<file path="src/rtl/hazard_scoreboard.sv">
// Operand-hazard controller: tracks in-flight destinations for DEPTH stages
// past operand read and decides stall / forward / register-file per source.
module hazard_scoreboard #(
  parameter int unsigned XLEN        = 32,
  parameter int unsigned AW          = 5,
  parameter int unsigned DEPTH       = 3,
  parameter int unsigned NSRC        = 2,
  parameter int unsigned ALU_STAGE   = 1,
  parameter int unsigned LOAD_STAGE  = 2,
  parameter int unsigned FLUSH_DEPTH = 1
) (
  input  logic                 clk,
  input  logic                 reset,
  input  logic                 iss_valid,
  input  logic [NSRC*AW-1:0]   iss_rs,
  input  logic [NSRC-1:0]      iss_rs_used,
  input  logic [AW-1:0]        iss_rd,
  input  logic                 iss_we,
  input  logic                 iss_load,
  input  logic                 flush,
  input  logic [DEPTH*XLEN-1:0] stage_data,
  output logic                 stall,
  output logic                 iss_fire,
  output logic [NSRC-1:0]      fwd_valid,
  output logic [NSRC*XLEN-1:0] fwd_data,
  output logic [15:0]          stall_count
);

  localparam int unsigned SW = $clog2(DEPTH + 1);

  typedef struct packed {
    logic          valid;
    logic [AW-1:0] rd;
    logic          we;
    logic [SW-1:0] rdy;
  } entry_t;

  // Index k-1 holds the instruction k stages ahead of operand read.
  entry_t      ent_q [DEPTH];
  entry_t      ent_d [DEPTH];
  logic [15:0] stall_cnt_q, stall_cnt_d;
  logic [NSRC-1:0] stall_req;

  // Per source: pick the youngest matching producer, forward if ready, else stall.
  always_comb begin
    logic          found;
    logic [AW-1:0] rs;
    stall_req = '0;
    fwd_valid = '0;
    fwd_data  = '0;
    found     = 1'b0;
    rs        = '0;
    for (int unsigned i = 0; i < NSRC; i++) begin
      found = 1'b0;
      rs    = iss_rs[i*AW +: AW];
      for (int unsigned k = 0; k < DEPTH; k++) begin
        if (!found && ent_q[k].valid && ent_q[k].we && (ent_q[k].rd == rs) &&
            (rs != '0) && iss_rs_used[i]) begin
          found = 1'b1;
          if (SW'(k + 1) >= ent_q[k].rdy) begin
            fwd_valid[i]                = 1'b1;
            fwd_data[i*XLEN +: XLEN]    = stage_data[k*XLEN +: XLEN];
          end else begin
            stall_req[i] = 1'b1;
          end
        end
      end
    end
  end

  assign stall       = iss_valid & (|stall_req);
  assign iss_fire    = iss_valid & ~stall & ~flush;
  assign stall_count = stall_cnt_q;

  // Shift entries: new issue or bubble enters stage 1; flush bubbles the young ones.
  always_comb begin
    for (int unsigned k = 0; k < DEPTH; k++) begin
      ent_d[k] = '0;
    end
    if (iss_fire) begin
      ent_d[0].valid = 1'b1;
      ent_d[0].rd    = iss_rd;
      ent_d[0].we    = iss_we;
      ent_d[0].rdy   = iss_load ? SW'(LOAD_STAGE) : SW'(ALU_STAGE);
    end
    for (int unsigned k = 1; k < DEPTH; k++) begin
      ent_d[k] = ent_q[k-1];
      if (flush && (k <= FLUSH_DEPTH)) begin
        ent_d[k].valid = 1'b0;
      end
    end
  end

  // Saturating stall-cycle counter; flushed cycles do not count.
  always_comb begin
    stall_cnt_d = stall_cnt_q;
    if (stall && !flush && (stall_cnt_q != '1)) begin
      stall_cnt_d = stall_cnt_q + 16'd1;
    end
  end

  // State registers.
  always_ff @(posedge clk or negedge reset) begin
    if (!reset) begin
      for (int unsigned k = 0; k < DEPTH; k++) begin
        ent_q[k] <= '0;
      end
      stall_cnt_q <= '0;
    end else begin
      for (int unsigned k = 0; k < DEPTH; k++) begin
        ent_q[k] <= ent_d[k];
      end
      stall_cnt_q <= stall_cnt_d;
    end
  end

endmodule

</file>
<file path="config.mk">
export PLATFORM = sky130hd
export DESIGN_NAME = hazard_scoreboard
export DESIGN_NICKNAME = d
export VERILOG_FILES = /design/src/rtl/hazard_scoreboard.sv
export SDC_FILE = /design/constraint.sdc
export NUM_CORES = 1
export LEC_CHECK = 0
export ABC_CLOCK_PERIOD_IN_PS = 2200
export CORE_UTILIZATION = 35
export CTS_BUF_LIST = sky130_fd_sc_hd__clkbuf_2
export DETAILED_ROUTE_END_ITERATION = 8
export PLACE_DENSITY = 0.82
export SLEW_MARGIN = 20
export SYNTH_ARGS = -nofsm -noshare
export SYNTH_HDL_FRONTEND = slang
export SYNTH_SLANG_ARGS = --single-unit
</file>
<file path="constraint.sdc">
create_clock -name clk -period 2.2 [get_ports clk]
set_clock_uncertainty 0.05 [all_clocks]
set_input_delay 0.33 -clock clk [delete_from_list [all_inputs] [get_ports clk]]
set_output_delay 0.33 -clock clk [all_outputs]
set_load 0.02 [all_outputs]
</file>
# ---- Yosys cells after proc, flatten, opt, wreduce, memory -nomap -nowiden
# Index checks and enable logic that the tools add are counted.
dict set report word_totals {
  register_bits 43
  input_bits 119
  output_inout_bits 84
  wordCells 106
}
dict set report op_classes {
  addsub 1
  order_cmp 3
  n_eq_ne 7
  n_mux 40
  n_bitwise 5
  reduce_logical 37
}
# op count
set op_table {}
lappend op_table {{32-bit two-way mux} 11}
lappend op_table {{5-bit equality test} 6}
lappend op_table {{1-bit logical AND} 29}
lappend op_table {{1-bit two-way mux} 27}
lappend op_table {{16-bit by 1-bit adder with 16-bit output, second input constant} 1}
lappend op_table {{16-bit != test, second input constant} 1}
lappend op_table {{5-bit nonzero test} 2}
lappend op_table {{9-bit two-way mux} 1}
lappend op_table {{1-bit logical NOT} 5}
lappend op_table {{2-bit >= comparator, first input constant} 2}
lappend op_table {{1-bit bitwise AND} 3}
lappend op_table {{1-bit by 2-bit >= comparator with 1-bit output, first input constant} 1}
lappend op_table {{2-bit two-way mux} 1}
lappend op_table {{1-bit NOT} 2}
lappend op_table {{2-bit OR reduction} 1}

# ---- Longest topological paths before layout
dict set report logic_depth {
  ltp_word 25
  ltp_mapped 10
  mapped_depth_nobuf 7
}

# ---- Worst setup path after synthesis
# Ideal clock, no wire load.
dict set report synth_path {
  kind {input port to output port}
  start {input port iss_rs[9]}
  end {output port fwd_data[54]}
  arrival_ps 2223
  required_time_ps 1820
  setup_slack_ps -403
  stages 10
  cell_sequence {clkbuf_1 -> xnor2_1 -> nand2_1 -> or4_1 -> buf_4 -> and2_1 -> buf_2 -> buf_2 -> a22oi_1 -> o21ai_0}
}
dict set report synth_via {
  elab_chain_cells 19
  word_cells_on_any_way 26
  cone_classes {eq/ne (3); mux (7); reduce/logical (16)}
}
# element line
set synth_lines {}
lappend synth_lines {{from (decl)} 15} ;# input logic [NSRC*AW-1:0] iss_rs,
lappend synth_lines {{5-bit equality test} 57} ;# if (!found && ent_q[k].valid && ent_q[k].we && (ent_q[k].rd == rs) &&
lappend synth_lines {{1-bit logical AND (2 in series)} 57}
lappend synth_lines {{1-bit logical AND} 58} ;# (rs != '0) && iss_rs_used[i]) begin
lappend synth_lines {{1-bit two-way mux} 57}
lappend synth_lines {{1-bit logical NOT} 57}
lappend synth_lines {{1-bit logical AND (4 in series)} 57}
lappend synth_lines {{1-bit logical AND} 58}
lappend synth_lines {{1-bit two-way mux} 57}
lappend synth_lines {{1-bit logical NOT} 57}
lappend synth_lines {{1-bit logical AND (4 in series)} 57}
lappend synth_lines {{1-bit logical AND} 58}
lappend synth_lines {{32-bit two-way mux (*)} 57}
lappend synth_lines {{to (decl)} 25} ;# output logic [NSRC*XLEN-1:0] fwd_data,
# Mark *: on every way between the ends. The rest lies on a longest branch, timed or not.

# ---- Final worst setup path
dict set report layout_path {
  start {register ent_q, in the netlist ent_d[4]}
  end {output port fwd_data[54]}
}
dict set report layout_via {
  elab_chain_cells 12
  word_cells_on_any_way 14
  cone_classes {eq/ne (1); mux (4); reduce/logical (9)}
}
# element line
set layout_lines {}
lappend layout_lines {{from (decl)} 39} ;# entry_t ent_q [DEPTH];
lappend layout_lines {{from (signal, indexed assignment)} 111} ;# ent_q[k] <= ent_d[k];
lappend layout_lines {{5-bit equality test (*)} 57}
lappend layout_lines {{1-bit logical AND (*) (2 in series)} 57}
lappend layout_lines {{1-bit logical AND (*)} 58}
lappend layout_lines {{1-bit two-way mux} 57}
lappend layout_lines {{1-bit logical NOT} 57}
lappend layout_lines {{1-bit logical AND (4 in series)} 57}
lappend layout_lines {{1-bit logical AND} 58}
lappend layout_lines {{32-bit two-way mux (*)} 57}
# Marks and branches as above.

==> flow_metrics.env <==
export IMPL_fin_util_pct=81.0
export IMPL_fin_crit_ns=3.06
export IMPL_clk_latency_ns=0.42
export IMPL_die_h_um=98.4
export IMPL_routed_wl_mm=16.0
export IMPL_status="complete, but fails checks"
export IMPL_synth_top_area_share_pct=31.6
export IMPL_ctsHtreeMaxLevel=2
export IMPL_synth_distinct_cells=40
export IMPL_rsz0062_at_grt="yes"
export IMPL_synth_seq_cells=41
export IMPL_pin_count=203
export IMPL_dr_pass1_iters=7
export IMPL_fmax_mhz=327
export IMPL_finalWeightedCongestion=0.929
export IMPL_grt_pass1_vias=4531
export IMPL_area_growth_pct=120
export IMPL_portBuffers=202
export IMPL_grt_max_degree=42
export IMPL_p_total_uw=1830
export IMPL_synth_area_top_cells="dfrtp_1 32%, xnor2_1 11%, a221o_1 9.9%"
export IMPL_slew_headroom_pct=37.8
export IMPL_clkTransAtPathRegs_ns=0.21
export IMPL_routed_via_density=5.69
export IMPL_violations="design-rule violations, negative setup slack"
export IMPL_core_area_mm2=0.00885
export IMPL_synth_area_per_cell_um2=8.74
export IMPL_cts_tree="done"
export IMPL_yosysWarnings=0
export IMPL_drc=18
export IMPL_synthArstFlopShare_pct=100
export IMPL_synth_top_cell_by_area="dfrtp_1"
export IMPL_cp_data_arrival_time_ns=2.68
export IMPL_fillerInstances=526
export IMPL_fin_ws_ns=-0.858
export IMPL_root_buffer="clkbuf_2"
export IMPL_first_iter_violations=190
export IMPL_worst_slew_pin_slew_ns=0.933
export IMPL_synth_edf_count=0
export IMPL_start_util_pct=36.7
export IMPL_die_x_um=98.4
export IMPL_grtUsageMet2_pct=57.6
export IMPL_max_cap_viol_count=0
export IMPL_cp_start_kind="register"
export IMPL_grt_ovfl_total=0
export IMPL_grt_use_total_pct=31.0
export IMPL_ir_worst_vdd_v=0.000363
export IMPL_route_vias_total=4389
export IMPL_cts_sinks=41
export IMPL_yosysSeqAreaShare_pct=31.6
export IMPL_fp_dieArea_mm2=0.00968
export IMPL_antenna_found_initial=0
export IMPL_final_net_count=783
export IMPL_drive_above_1_share_pct=46.1
export IMPL_critPathCaptureType="output pin"
export IMPL_p_per_area_mw_per_mm2=255
export IMPL_ant_nets=0
export IMPL_criticalPathCategory="register to output pin"
export IMPL_ys_flop_type="dfrtp_1"
export IMPL_required_ns=1.82
export IMPL_synth_area_mm2=0.00325
export IMPL_hpwl_mm=10.2
export IMPL_rows=34
export IMPL_grt_pass1_wl_mm=23.8
export IMPL_cts_buffers=5
export IMPL_hold_path_class="register to register"
export IMPL_leakage_uw=0.00297
export IMPL_setup_violations_final=93
export IMPL_period_share_pct=139
export IMPL_use_met3_pct=5.73
export IMPL_syn_inst=372
export IMPL_hold_violations=0
export IMPL_slew_viol_final=0
export IMPL_path_max_fanout=8
export IMPL_busiest_layer="met2"
export IMPL_antenna_cells=0
export IMPL_synth_nets=492
export IMPL_cts_path_max_buffers=2
export IMPL_wl_per_cell_um=20.7
export IMPL_grt_use_met1_pct=35.2
==> final timing paths <==
kind                                  end  slack (ns)     start  cells after the start
max in group asynchronous  stall_count[4]        1.02     reset                      2
max                          fwd_data[54]       -0.86  ent_d[4]                     11
min reg2reg                      ent_d[0]        0.33  ent_d[9]                      0
min                              ent_d[0]        0.33  ent_d[9]                      0
max reg2reg                stall_count[1]       -0.80  ent_d[4]                     16
min in group asynchronous        ent_d[2]        0.49     reset                      2
==> logic make-up (layout without fill, tap and decap cells) <==
kind of cell,Yosys count,after routing,synth area share (%)
compound gates,106,106,25.5
xor+xnor,43,43,11.8
fa+ha+maj,1,1,0.385
buf+inv,28,319,4.16
flops,41,41,31.6
mux,2,2,0.693
simple gates,151,152,25.9
==> flip-flops by register name, summed over array words and instances, names as in the netlist <==
name         count
ent_d           17
ent_q            8
stall_count     16
==> per-layer routing <==
metal,up-vias,wire (µm)
li1,1990,-
met4,0,437
met2,219,8430
met3,35,1200
met1,2145,5950
met5,-,0
==> cell type report <==
type | count | area [µm²] | share of cell area (%)
well taps | 108 | 135 | 1.89
multi-input cells | 304 | 2720 | 37.9
clock inverters | 3 | 41.3 | 0.576
repair buffers | 311 | 3220 | 45.0
flip-flops and latches | 41 | 1030 | 14.3
clock buffers | 5 | 25.0 | 0.349
==> per-stage QoR <==
stage / cell area (µm²) / instances / setup slack, ns / hold WS, ns / setup TNS [ns]
global placement: 6090 / 711 / -1.38 / 0.282 / -97.54
detailed placement: 6090 / 711 / -1.50 / 0.287 / -104.09
floorplan: 3690 / 372 / -0.114 / -0.0156 / -5.33
global route: 7170 / 772 / -0.966 / 0.332 / -74.56
finish: 7170 / 772 / -0.858 / 0.328 / -66.14
CTS: 6840 / 762 / -0.832 / 0.328 / -58.71
==> power by group <==
part / switching (µW) / internal, µW / total [µW] / leakage (µW)
Combinational: 239 / 351 / 590 / 0.00237
Sequential: 16.9 / 772 / 789 / 0.000559
Clock: 259 / 188 / 447 / 0.0000366
Total: 515 / 1310 / 1830 / 0.00297
==> layout by cell type, fill, tap and decap left out, types with 12 or more instances in the layout <==
master             n
clkdlybuf4s50_1  126
a22oi_2           32
o21ai_2           32
xnor2_1           29
nand2b_1          34
nand4_1           12
nor2_1            38
buf_6            106
buf_4             51
dfrtp_1           41
a221o_1           32
==> Yosys cell counts (2+ instances only) <==
library cell	count
nand3_1	11
buf_2	12
buf_4	2
nor3_1	3
a22oi_1	32
and3_1	5
xor2_1	3
a221o_1	32
nand2b_1	34
o21ai_0	35
mux2_2	2
nand2_1	13
or3_1	4
nor2_1	39
nor4_1	5
and2_1	9
and4_1	2
or4b_1	2
nand4_1	12
or4_1	3
xnor2_1	39
nand3_2	3
dfrtp_1	41
clkbuf_1	13
==> worst max-delay path, cell delays in order (launching register included) <==
cell	delay (ns)
dfrtp_1	0.46
buf_6	0.14
xnor2_4	0.17
nand4_1	0.25
nor4_4	0.30
nor4_2	0.08
and2_4	0.23
buf_12	0.15
buf_6	0.11
a22oi_2	0.15
o21ai_2	0.08
buf_6	0.14
==> timing repair <==
item                                    in CTS  in global routing
endpoints found under the hold margin       33                  0
pin swaps                                   25                 28
hold buffers                                 1                  0
setup buffers                               43                 13
cloned                                       5                  0
resized for setup                          441                 75
endpoints found under the setup margin      92                 93
(Power assumes the default switching activity.)
==> RTL edit 1 (same settings) <==
`DEPTH`: 3 -> 2.
--- a/src/rtl/hazard_scoreboard.sv
+++ b/src/rtl/hazard_scoreboard.sv
@@ -3,7 +3,7 @@
 module hazard_scoreboard #(
   parameter int unsigned XLEN        = 32,
   parameter int unsigned AW          = 5,
-  parameter int unsigned DEPTH       = 3,
+  parameter int unsigned DEPTH       = 2,
   parameter int unsigned NSRC        = 2,
   parameter int unsigned ALU_STAGE   = 1,
   parameter int unsigned LOAD_STAGE  = 2,
Interface: changed (resized stage_data); port bits go from 203 to 171. The function was not compared with the original's and may differ.
==> RTL edit 1 against the unedited design <==
  * The flow finishes with violations (setup timing)
  * Count of clock-buffer cells in the layout stayed put
  * Via count is 12% lower
  * Routed wire length decreased by 5.6%
  * Worst setup slack improved by 0.0014 ns
  * Synthesized cell count shrank 19%
  * Cell area is 7.2% lower
  * Synthesized area down 13%
  * Critical path depth decreased by 1
  * Total power fell by 16%
  * Sequential cell count shrank 7
  * Sequential power shrank 17%
  * Critical path type unchanged
==> RTL edit 1: results (changes against the unedited design) <==
[detailed_routing]
drt_iter0_markers=125  ; -34%
via_per_inst=5.789  ; +1.8%
drt-pass1-iter-count=4  ; -3

[place]
io_buffers=170  ; -16%
dp_hpwl_microns=8448  ; -17%

[global_route]
grt_usage_pct=30.97  ; -0.050 points
grt_pass1_vias=3759  ; -17%
grt_first_pass_wirelength_microns=20400  ; -14%

[sta]
worst_slack_ns=-0.8563  ; +0.001429 ns
finalSetupViolCount=89  ; -4.3%

[synth]
netlist_top_cells_area=dfrtp_1, a22o_1, nor2b_1, xor2_1, xnor2_1
syn_nets=391  ; -21%
seq_area_frac_synth_pct=30.13  ; -1.4 points
synth_common_cells=a22o_1, dfrtp_1, nor2b_1, xor2_1, nand2_1
synth_compound_area_share_pct=29.64  ; +4.1 points
yosys.area_share.adder_pct=0.4431  ; +0.058 points
synth_xor_xnor_area_share_pct=10.54  ; -1.3 points
muxShareOfSynthArea_pct=0.3988  ; -0.29 points

[worst_setup_path]
crit_fanout=11  ; +3
r2r_start=ent_d[5]

[status]
violations=setup timing
status=complete, but fails checks

[worst_hold_path]
hold_class=input pin to async pin

[power_and_ir_drop]
sw_frac_of_total_pct=28.68  ; +0.46 points
irDropWorstVdd_uv=332.6  ; -8.5%

[cts]
clock_latency_ns=0.39  ; -0.03 ns

[final_layout]
largest_reg_flops=16  ; -1
drive_gt1_share_pct=54.24  ; +8.2 points

==> RTL edit 1: changes by cell type after synthesis, moves of 7 or more <==
cell / change
dfrtp_1: -7
nor2b_1: +33
a221o_1: -32
o21ai_0: -34
xor2_1: +17
nor2_1: -32
a22o_1: +64
xnor2_1: -25
buf_2: -11
nand2b_1: -33
a22oi_1: -32
==> RTL edit 1: area by class of cell <==
type | instances | area, sq um
repair buffers | 274 | 2861
multi-input cells | 247 | 2728
fillers | 350 | 1120
flip-flops and latches | 34 | 854.6
well taps | 102 | 127.6
clock inverters | 3 | 40.04
clock buffers | 5 | 25.02
inverters | 3 | 11.26
==> RTL edit 1: power by group through the flow <==
stage / clock, mW / sequential [mW] / combinational, mW
final: 0.401 / 0.653 / 0.483
after global routing: 0.442 / 0.655 / 0.506
after CTS: 0.403 / 0.652 / 0.427
after detailed placement: 0 / 0.661 / 0.403
after global placement: 0 / 0.660 / 0.395
after floorplan: 0 / 0.659 / 0.122
==> RTL edit 1: metal layers <==
layer / share of wire, % / vias up / GRT usage (%)
met5: 0 / - / 0
met2: 51 / 218 / 57.96
met3: 6.3 / 56 / 5.224
met4: 5.0 / 0 / 11.20
met1: 37 / 1905 / 35.14
li1: - / 1688 / -
==> RTL edit 1: what timing repair did <==
item,4_1_cts,5_1_grt
endpoints found under the setup margin,93,93
resized for setup,453,95
pin swaps,44,29
setup buffers,18,26
cloned,6,0
==> RTL edit 1: cell families after synthesis <==
kind of cell,after synthesis
simple gates,110
compound gates,101
xor+xnor,34
flops,34
buf+inv,22
mux,1
fa+ha+maj,1
==> RTL edit 1: final timing paths <==
path	slack [ns]	endpoint	depth (start not counted)
max	-0.86	fwd_data[49]	10
min	0.27	ent_q[0]	2
max reg2reg	-0.45	stall_count[9]	11
min reg2reg	0.31	ent_q[0]	0
max in group asynchronous	1.51	ent_d[6]	2
min in group clk	0.31	ent_q[0]	0
==> RTL edit 1: worst max-delay path: stages, from the launching register on <==
cell     delay [ns]
dfrtp_1        0.44
buf_6          0.14
xor2_4         0.15
nor4_2         0.35
nor4b_4        0.29
or4_4          0.20
nor2_4         0.06
buf_12         0.17
buf_12         0.13
a22o_4         0.22
buf_6          0.13
==> RTL edit 1: through the flow <==
stage | std cells | TNS [ns] | area, sq um | hold WS, ns
floorplan | 303 | -18.74 | 3398 | -0.01559
global placement | 616 | -103.41 | 5590 | 0.2862
detailed placement | 616 | -105.48 | 5590 | 0.2948
CTS | 648 | -44.91 | 6279 | 0.2762
global route | 668 | -64.77 | 6648 | 0.2681
finish | 668 | -54.08 | 6648 | 0.2651
==> RTL edit 2 (same settings) <==
Without the edit above. Reset style: synchronous (`reset`), changed in one clocked block.
--- a/src/rtl/hazard_scoreboard.sv
+++ b/src/rtl/hazard_scoreboard.sv
@@ -100,7 +100,7 @@
   end
 
   // State registers.
-  always_ff @(posedge clk or negedge reset) begin
+  always_ff @(posedge clk) begin
     if (!reset) begin
       for (int unsigned k = 0; k < DEPTH; k++) begin
         ent_q[k] <= '0;
Check against the original RTL: differs if reset is asserted again (counterexample within 4 cycles, from zero or initial values and one cycle with reset low); with reset held inactive, the same outputs for 10 cycles.
==> RTL edit 2 against the unedited design <==
  * The run ends with setup timing left
  * Total power decreased by 12%
  * Synthesized cell count increased by 20%
  * Non-clock buffer count decreased by 16
  * Sequential cell count unchanged
  * Worst hold slack improved by 0.077 ns
  * Cell area increased by 5.6%
  * Maximum frequency increased by 5.0%
  * Via count increased by 13%
  * Cell count increased by 9.3%
  * Critical path depth unchanged
  * Routed wire length increased by 14%
  * Worst setup slack improved by 0.15 ns
  * Synthesized area increased by 6.5%
  * Critical path type unchanged
  * Critical endpoint is now fwd_data[48]
  * Largest cell class is now multi-input combinational cells
  * Largest power group unchanged
==> RTL edit 2: results (changes against the unedited design) <==
[global_route]
grt_pass1_vias=4977  ; +9.8%
grt_max_degree=58  ; +38%
grt_first_pass_wirelength_microns=25550  ; +7.5%
grt_usage_pct=31.67  ; +0.65 points
antenna_found_initial=1  ; +1

[worst_setup_path]
critPathLaunch=ent_q[0][15]
ff2ff_path_depth=9  ; -7
reg2reg_slack_ns=-0.37  ; +0.43 ns
crit_end=fwd_data[48]

[detailed_routing]
vias=4939  ; +13%
wl_per_cell_microns=21.55  ; +3.9%

[place]
post-place-cells=804  ; +13%
dp_hpwl_microns=11420  ; +12%
place_area_sq_um=6394  ; +5.0%

[sta]
slew_headroom_pct=66.57  ; +29 points
worst_slack_ns=-0.7114  ; +0.1463 ns
finalSetupViolCount=93  ; unchanged

[status]
status=complete, but fails checks
violations=setup timing

[synth]
netlist_top_cells_area=dfxtp_1, a22oi_1, nand2b_1, o21ai_0, xnor2_1
synth_common_cells=a22oi_1, o21ai_0, nand2b_1, dfxtp_1, nand2_1
synthFlopType=dfxtp_1

[final_layout]
instances_no_fill=844  ; +9.3%
nFillCells=545  ; +3.6%

[power_and_ir_drop]
p_leak_nw=2.767  ; -6.8%
irDropWorstVdd_uv=338.0  ; -7.0%

RTL edit 2: final cells by class:
type                       count  share of cell area [%]
multi-input combinational    368                   43.99
timing repair buffer         295                   41.99
sequential                    41                   11.09
tap                          129                   2.133
clock buffer                   5                  0.3306
clock inverter                 3                  0.3306
inverter                       2                 0.09919
antenna                        1                 0.03306
RTL edit 2: critical path: stages (launching register included):
cell and delay (ns):
dfxtp_2 0.39, buf_12 0.12, xnor2_2 0.11, nand4_1 0.09, or4_4 0.44, buf_6 0.14
nor3_4 0.19, buf_12 0.18, buf_12 0.14, a22oi_2 0.07, o21ai_2 0.09, buf_6 0.14
RTL edit 2: power by group:
| part | internal (mW) | switching (mW) | total (mW) |
|---|---|---|---|
| registers | 0.751 | 0.0102 | 0.761 |
| clock network | 0.0843 | 0.276 | 0.360 |
| logic | 0.277 | 0.201 | 0.479 |
| total | 1.11 | 0.488 | 1.60 |
RTL edit 2: cells by family (layout without fill, tap and decap cells):
| logic type | after synthesis | after routing | synth area share [%] |
|---|---|---|---|
| AND/OR/NAND/NOR | 168 | 168 | 27.65 |
| AO/OA/AOI/OAI | 153 | 153 | 30.29 |
| flip-flops | 41 | 41 | 23.71 |
| buffers and inverters | 38 | 305 | 5.782 |
| XOR/XNOR | 30 | 30 | 7.590 |
| multiplexers | 16 | 16 | 4.626 |
| adder cells (fa/ha/maj) | 1 | 1 | 0.3613 |
| other | 0 | 1 | 0 |
RTL edit 2: per-layer routing:
| layer | vias to the layer above | share of wire [%] | wire [microns] | track usage [%] |
|---|---|---|---|---|
| met4 | 0 | 5.3 | 972 | 17.73 |
| met5 | - | 0 | 0 | 0 |
| met1 | 2381 | 37 | 6702 | 34.10 |
| met3 | 82 | 6.9 | 1252 | 6.556 |
| li1 | 2216 | - | - | - |
| met2 | 260 | 51 | 9264 | 57.67 |
RTL edit 2: worst min-delay path by stage:
stage / end / from / slack (ns) / cells after the start
after floorplan: ent_q[0][9] / ent_q[0][0] / 0.36 / 1
after global placement: ent_q[0][9] / ent_q[0][0] / 0.37 / 1
after detailed placement: ent_q[0][9] / ent_q[0][0] / 0.37 / 1
after CTS: ent_q[0][5] / iss_rd[2] / 0.39 / 2
after global routing: ent_q[0][3] / iss_rd[0] / 0.38 / 2
final: ent_q[0][4] / iss_rd[1] / 0.40 / 2
RTL edit 2: metrics by stage:
step	total power, mW	util, %
detailed placement	1.195	67.91
CTS	1.570	77.83
global placement	1.181	67.91
global route	1.669	80.39
floorplan	0.8892	-
finish	1.600	80.39
RTL edit 2: repair_timing:
| action | 4_1_cts | 5_1_grt |
|---|---|---|
| setup buffers | 16 | 6 |
| hold buffers | 0 | 0 |
| setup endpoints to repair | 93 | 93 |
| cloned | 8 | 3 |
| resized for setup | 522 | 41 |
| pin swaps | 28 | 33 |
